[src/rtl/fp8_accumulator_if.sv]
// rtl/fp8_accumulator_if.sv - term/result stream bundle for the FP8 accumulator
// master drives terms and accepts results; slave is the accumulator.
interface fp8_accumulator_if;
    logic       in_valid;
    logic       in_ready;
    logic [7:0] in_data;
    logic       in_first;
    logic       in_last;
    logic       out_valid;
    logic       out_ready;
    logic [7:0] out_data;
    logic [7:0] acc;
    logic       busy;

    modport master (
        output in_valid,
        output in_data,
        output in_first,
        output in_last,
        output out_ready,
        input  in_ready,
        input  out_valid,
        input  out_data,
        input  acc,
        input  busy
    );

    modport slave (
        input  in_valid,
        input  in_data,
        input  in_first,
        input  in_last,
        input  out_ready,
        output in_ready,
        output out_valid,
        output out_data,
        output acc,
        output busy
    );
endinterface

[src/rtl/fp8_accumulator.sv]
// rtl/fp8_accumulator.sv - FP8 E4M3 sequential adder-accumulator
// Each term runs IDLE -> ALIGN -> ADD -> NORM (1..7 cycles) -> IDLE or OUT.
module fp8_accumulator #(
    parameter int GUARD_BITS = 3
) (
    input  logic             clk,
    input  logic             rst_n,
    fp8_accumulator_if.slave bus
);
    // significand width: hidden bit + 3 mantissa bits + guard bits
    localparam int SW = 4 + GUARD_BITS;

    typedef enum logic [2:0] {
        IDLE,
        ALIGN,
        ADD,
        NORM,
        OUT
    } state_t;

    state_t            state;
    logic [7:0]        op_a;
    logic [7:0]        op_b;
    logic              last_r;
    logic [7:0]        acc_r;
    logic [7:0]        out_data_r;
    logic              in_ready_r;
    logic              out_valid_r;
    logic              busy_r;
    logic [SW-1:0]     big_sig;
    logic [SW-1:0]     small_sig;
    logic              big_sign;
    logic              do_sub;
    logic              res_zero;
    logic [SW:0]       sum;
    logic signed [5:0] exp_r;

    logic [3:0]        exp_a;
    logic [3:0]        exp_b;
    logic [3:0]        exp_diff;
    logic [SW-1:0]     sig_a;
    logic [SW-1:0]     sig_b;
    logic [SW-1:0]     small_shifted;
    logic              a_big;

    // Operand ordering and alignment; an exponent of 0 is a zero significand.
    always_comb begin
        exp_a = op_a[6:3];
        exp_b = op_b[6:3];
        sig_a = (exp_a == 4'd0) ? '0 : {1'b1, op_a[2:0], {GUARD_BITS{1'b0}}};
        sig_b = (exp_b == 4'd0) ? '0 : {1'b1, op_b[2:0], {GUARD_BITS{1'b0}}};
        a_big = (exp_a > exp_b) || ((exp_a == exp_b) && (sig_a >= sig_b));
        exp_diff = a_big ? (exp_a - exp_b) : (exp_b - exp_a);
        if (int'(exp_diff) >= SW) begin
            small_shifted = '0;
        end else begin
            small_shifted = (a_big ? sig_b : sig_a) >> exp_diff;
        end
    end

    logic [SW:0] add_res;

    always_comb begin
        if (do_sub) begin
            add_res = {1'b0, big_sig} - {1'b0, small_sig};
        end else begin
            add_res = {1'b0, big_sig} + {1'b0, small_sig};
        end
    end

    logic signed [5:0] norm_exp;
    logic [2:0]        norm_man;
    logic              norm_done;
    logic [7:0]        commit_val;

    // Final NORM cycle: either a carry (one right shift folded into commit)
    // or the hidden bit already in place; guard bits are simply dropped.
    always_comb begin
        norm_exp  = sum[SW] ? (exp_r + 6'sd1) : exp_r;
        norm_man  = sum[SW] ? sum[SW-1 -: 3] : sum[SW-2 -: 3];
        norm_done = res_zero || sum[SW] || sum[SW-1];
        if (res_zero || (norm_exp < 6'sd1)) begin
            commit_val = 8'h00;
        end else if (norm_exp > 6'sd15) begin
            commit_val = {big_sign, 7'h7F};
        end else begin
            commit_val = {big_sign, norm_exp[3:0], norm_man};
        end
    end

    always_ff @(posedge clk or negedge rst_n) begin
        if (!rst_n) begin
            state       <= IDLE;
            op_a        <= 8'h00;
            op_b        <= 8'h00;
            last_r      <= 1'b0;
            acc_r       <= 8'h00;
            out_data_r  <= 8'h00;
            in_ready_r  <= 1'b0;
            out_valid_r <= 1'b0;
            busy_r      <= 1'b0;
            big_sig     <= '0;
            small_sig   <= '0;
            big_sign    <= 1'b0;
            do_sub      <= 1'b0;
            res_zero    <= 1'b0;
            sum         <= '0;
            exp_r       <= 6'sd0;
        end else begin
            case (state)
                IDLE: begin
                    if (bus.in_valid && in_ready_r) begin
                        op_a       <= bus.in_first ? 8'h00 : acc_r;
                        op_b       <= bus.in_data;
                        last_r     <= bus.in_last;
                        in_ready_r <= 1'b0;
                        busy_r     <= 1'b1;
                        state      <= ALIGN;
                    end else begin
                        in_ready_r <= 1'b1;
                    end
                end
                ALIGN: begin
                    big_sig   <= a_big ? sig_a : sig_b;
                    small_sig <= small_shifted;
                    exp_r     <= $signed({2'b00, (a_big ? exp_a : exp_b)});
                    big_sign  <= a_big ? op_a[7] : op_b[7];
                    do_sub    <= op_a[7] ^ op_b[7];
                    state     <= ADD;
                end
                ADD: begin
                    sum      <= add_res;
                    res_zero <= (add_res == '0);
                    state    <= NORM;
                end
                NORM: begin
                    if (norm_done) begin
                        acc_r <= commit_val;
                        if (last_r) begin
                            out_valid_r <= 1'b1;
                            out_data_r  <= commit_val;
                            state       <= OUT;
                        end else begin
                            in_ready_r <= 1'b1;
                            busy_r     <= 1'b0;
                            state      <= IDLE;
                        end
                    end else begin
                        sum   <= sum << 1;
                        exp_r <= exp_r - 6'sd1;
                    end
                end
                OUT: begin
                    if (bus.out_ready) begin
                        out_valid_r <= 1'b0;
                        in_ready_r  <= 1'b1;
                        busy_r      <= 1'b0;
                        state       <= IDLE;
                    end
                end
                default: begin
                    state <= IDLE;
                end
            endcase
        end
    end

    assign bus.in_ready  = in_ready_r;
    assign bus.out_valid = out_valid_r;
    assign bus.out_data  = out_data_r;
    assign bus.acc       = acc_r;
    assign bus.busy      = busy_r;
endmodule

[src/flat_wrapper.sv]
// flat-port wrapper written by rule: the top's interface ports become plain ports
module fp8_accumulator_flat 
#(
    parameter int GUARD_BITS = 3
)
  (clk, rst_n, bus_in_valid, bus_in_data, bus_in_first, bus_in_last, bus_out_ready, bus_in_ready, bus_out_valid, bus_out_data, bus_acc, bus_busy);
  fp8_accumulator_if bus_i ();
  input  logic clk;
  input  logic rst_n;
  input wire logic [$bits(bus_i.in_valid)-1:0] bus_in_valid;
  input wire logic [$bits(bus_i.in_data)-1:0] bus_in_data;
  input wire logic [$bits(bus_i.in_first)-1:0] bus_in_first;
  input wire logic [$bits(bus_i.in_last)-1:0] bus_in_last;
  input wire logic [$bits(bus_i.out_ready)-1:0] bus_out_ready;
  output wire logic [$bits(bus_i.in_ready)-1:0] bus_in_ready;
  output wire logic [$bits(bus_i.out_valid)-1:0] bus_out_valid;
  output wire logic [$bits(bus_i.out_data)-1:0] bus_out_data;
  output wire logic [$bits(bus_i.acc)-1:0] bus_acc;
  output wire logic [$bits(bus_i.busy)-1:0] bus_busy;
  assign bus_i.in_valid = bus_in_valid;
  assign bus_i.in_data = bus_in_data;
  assign bus_i.in_first = bus_in_first;
  assign bus_i.in_last = bus_in_last;
  assign bus_i.out_ready = bus_out_ready;
  assign bus_in_ready = bus_i.in_ready;
  assign bus_out_valid = bus_i.out_valid;
  assign bus_out_data = bus_i.out_data;
  assign bus_acc = bus_i.acc;
  assign bus_busy = bus_i.busy;
  fp8_accumulator #(.GUARD_BITS(GUARD_BITS)) u_core (.clk(clk), .rst_n(rst_n), .bus(bus_i));
endmodule
[config.mk]
export PLATFORM = sky130hd
export DESIGN_NAME = fp8_accumulator_flat
export DESIGN_NICKNAME = d
export VERILOG_FILES = /design/src/rtl/fp8_accumulator_if.sv /design/src/rtl/fp8_accumulator.sv /design/src/flat_wrapper.sv
export SDC_FILE = /design/constraint.sdc
export NUM_CORES = 1
export LEC_CHECK = 0
export BUFFER_PORTS_ARGS = -buffer_cell sky130_fd_sc_hd__buf_2
export CAP_MARGIN = 20
export CELL_PAD_IN_SITES_DETAIL_PLACEMENT = 0
export CELL_PAD_IN_SITES_GLOBAL_PLACEMENT = 1
export CORE_ASPECT_RATIO = 1.2
export CORE_UTILIZATION = 46
export DETAILED_ROUTE_END_ITERATION = 8
export HOLD_SLACK_MARGIN = 0.06
export PLACE_DENSITY = 0.79
export SYNTH_ARGS = -nofsm -noshare
export SYNTH_HDL_FRONTEND = slang
export SYNTH_SLANG_ARGS = --single-unit
[constraint.sdc]
create_clock -name clk -period 4.1 [get_ports clk]
set_input_delay 0.205 -clock clk [delete_from_list [all_inputs] [get_ports clk]]
set_output_delay 0.205 -clock clk [all_outputs]
set_load 0.01 [all_outputs]
==> results.py <==
metrics = {
    "finish": {
        "nets": 536,
        "syn2layout_area_growth_pct": 14.0,
        "design_area_um2": 4640,
        "final_core_util_pct": 54.2,
        "n_antenna_cell": 0,
        "layout-drive-gt1-share_pct": 14.0,
        "final_cell_mix": "nand2_1, dfrtp_1, o21ai_0, nor2_1, a21oi_1",
        "final_common_cell": "nand2_1",
    },
    "floorplanning": {
        "start_util_pct": 47.6,
        "core_area_um2": 8560,
        "dieArea_um2": 9240,
        "io_pins": 33,
        "row_count": 37,
        "die_h_um": 105,
        "die_w_um": 87.9,
    },
    "global_route": {
        "grt_start_max_net_pins": 68,
        "antenna_found_initial": 0,
        "grt_overflow": 0,
        "grt_pass1_vias": 3337,
        "grt_use_total_pct": 22.9,
        "grt_pass1_wl_um": 16100,
    },
    "yosys": {
        "netlist_instances": 469,
        "syn-num-nets": 503,
        "synth-async-reset-ratio_pct": 100,
        "synth_edf_count": 0,
        "ys_seq_elements": 67,
        "seq_area_frac_synth_pct": 41.2,
        "yosysWarnings": 0,
        "synth_cell_type_count": 54,
        "synth_ff_type": "dfrtp_1",
        "synth_area_um2": 4070,
        "avgSynthCellArea_um2": 8.69,
    },
    "worst_setup_path": {
        "regToRegSetupSlack_ns": 0.40,
        "reg2reg_from": "u_core.op_a[4]$_DFFE_PN0P_",
        "crit_path_frequent_cell": "nand2_1",
        "cp-start-kind": "register",
        "startpoint": "u_core.op_a[4]$_DFFE_PN0P_",
        "end_kind": "register",
        "r2r_end": "u_core.small_sig[2]$_DFFE_PN0P_",
        "cp_num_cells": 12,
        "crit_fanout": 11,
        "cp.arrival_ns": 3.95,
        "critical-path-top-delay-family": "simple AND/OR/NAND/NOR gates",
        "max_stage_delay_ns": 0.71,
        "crit_type": "register to register",
        "worst_ep_required_time_ns": 4.35,
        "cp.buffers_inverters": 1,
        "crit_chain": "or4_1 > nand2_1 > ha_1 > nand2b_1 > a21oi_1 > a22oi_2 > o21ai_4 > buf_4 > mux2i_1 > xor2_1 > nand2_1 > o32ai_1",
        "crit_slowest_cell": "or4_1",
        "ff2ff_path_depth": 12,
    },
    "detailed_routing": {
        "ant_nets": 0,
        "vias_per_cell": 5.45,
        "vias": 3403,
        "drc": 0,
        "dr.pass1.iters": 4,
        "drt_wl_total_um": 9730,
        "wl_per_cell_um": 15.6,
        "drtIter0Drc": 150,
    },
    "cts": {
        "cts_setup_buffers": 0,
        "clkTransAtPathRegs_ns": 0.08,
        "hold_buffers": 7,
        "clock_path_buffers": 2,
        "htree_levels": 3,
        "clk_latency_ns": 0.35,
        "cts-resized-gates": 0,
        "root_buffer": "clkbuf_8",
        "tritoncts": "yes",
        "cts.sinks": 67,
        "numCtsBuffers": 9,
    },
    "placed_design": {
        "placed_area_um2": 4330,
        "dp_slack_ns": 0.432,
        "routabilityCongestion": 0.841,
        "hpwlAfterDp_um": 7190,
        "io_buffers": 32,
    },
    "timing": {
        "max_freq_ghz": 0.270,
        "setup_ws_ns": 0.403,
        "post-route-period-util_pct": 90.2,
        "slew_headroom_pct": 30.0,
        "tns_ns": 0,
        "finalHoldViolCount": 0,
        "rsz0062_at_grt": "false",
        "slew_violations": 0,
        "period_minus_slack_ns": 3.70,
        "final-setup-viol-count": 0,
        "fin_skew_ns": 0.0119,
        "tightest_slew_ns": 1.05,
    },
    "outcome": {
        "status": "finished clean",
    },
    "hold_path": {
        "holdCritPathClass": "input port to async pin",
    },
    "flow_run": {
        "cap_violations": 0,
    },
}
-- registers in the layout, indices dropped and copies added (netlist names) --
register,flops
u_core.big_sig,4
u_core.bus.in_ready,1
u_core.bus.out_data,8
u_core.state,3
u_core.do_sub,1
u_core.big_sign,1
u_core.small_sig,7
u_core.bus.busy,1
u_core.bus.acc,8
u_core.bus.out_valid,1
u_core.last_r,1
u_core.op_b,8
u_core.sum,8
u_core.exp_r,6
u_core.res_zero,1
u_core.op_a,8
-- routing by layer --
layer | wire [um] | vias to the layer above | track usage, %
met2 | 4680 | 79 | 36.8
met5 | 0 | - | 0
met3 | 383 | 8 | 3.00
li1 | - | 1697 | -
met1 | 4560 | 1619 | 31.6
met4 | 108 | 0 | 7.38
-- metrics by stage --
stage | hold WS (ns) | instances
after floorplan | -0.0906 | 469
after global placement | 0.398 | 601
after detailed placement | 0.410 | 601
after CTS | 0.0642 | 624
after global routing | 0.0727 | 624
final | 0.0477 | 624
-- worst register-to-register path: stages (launching register included) --
cell,delay (ns)
dfrtp_1,0.43
or4_1,0.71
nand2_1,0.22
ha_1,0.24
nand2b_1,0.14
a21oi_1,0.25
a22oi_2,0.12
o21ai_4,0.31
buf_4,0.24
mux2i_1,0.22
xor2_1,0.24
nand2_1,0.13
o32ai_1,0.34
-- final cells by class --
class | instances | area, um2
clock inverter | 7 | 116
fill | 809 | 3920
clock buffer | 9 | 124
tap | 117 | 146
multi-input combinational | 355 | 2220
sequential | 67 | 1680
inverter | 25 | 93.8
timing repair buffer | 44 | 268
-- cells in the mapped netlist (5+ instances only) --
| master | count | area, um2 |
|---|---|---|
| clkbuf_1 | 18 | 67.6 |
| xor2_1 | 6 | 52.6 |
| a31oi_1 | 6 | 37.5 |
| mux2_2 | 9 | 101 |
| nor2_1 | 35 | 131 |
| a22o_1 | 7 | 61.3 |
| inv_1 | 25 | 93.8 |
| a21o_1 | 5 | 37.5 |
| ha_1 | 18 | 225 |
| xnor2_1 | 15 | 131 |
| nand3b_1 | 10 | 75.1 |
| nand2_1 | 82 | 308 |
| mux2i_1 | 13 | 130 |
| a21oi_1 | 35 | 175 |
| nor3_1 | 13 | 65.1 |
| o21ai_0 | 40 | 200 |
| nand3_1 | 5 | 25.0 |
| o31ai_1 | 5 | 37.5 |
| dfrtp_1 | 67 | 1680 |
| nand4_1 | 5 | 31.3 |
-- logic make-up (layout without fill, tap and decap cells) --
group | count (synthesis) | in the layout | share of synthesized area [%]
flip-flops | 67 | 67 | 41.2
AND/OR/NAND/NOR | 174 | 174 | 19.7
adder cells (fa/ha/maj) | 20 | 20 | 6.51
buffers and inverters | 47 | 85 | 4.55
AO/OA/AOI/OAI | 118 | 118 | 17.8
multiplexers | 22 | 22 | 5.68
XOR/XNOR | 21 | 21 | 4.51
-- worst max path at each step --
stage	slack (ns)	end
6_report	0.40	u_core.small_sig[2]$_DFFE_PN0P_
3_5_place_dp	0.43	u_core.small_sig[2]$_DFFE_PN0P_
5_1_grt	0.12	u_core.small_sig[2]$_DFFE_PN0P_
3_3_place_gp	0.49	u_core.small_sig[0]$_DFFE_PN0P_
4_1_cts	0.39	u_core.small_sig[2]$_DFFE_PN0P_
2_1_floorplan	0.81	u_core.small_sig[0]$_DFFE_PN0P_
Power is not shown: default switching activity piles up to over one toggle a cycle in this logic, so the estimate is an artifact.
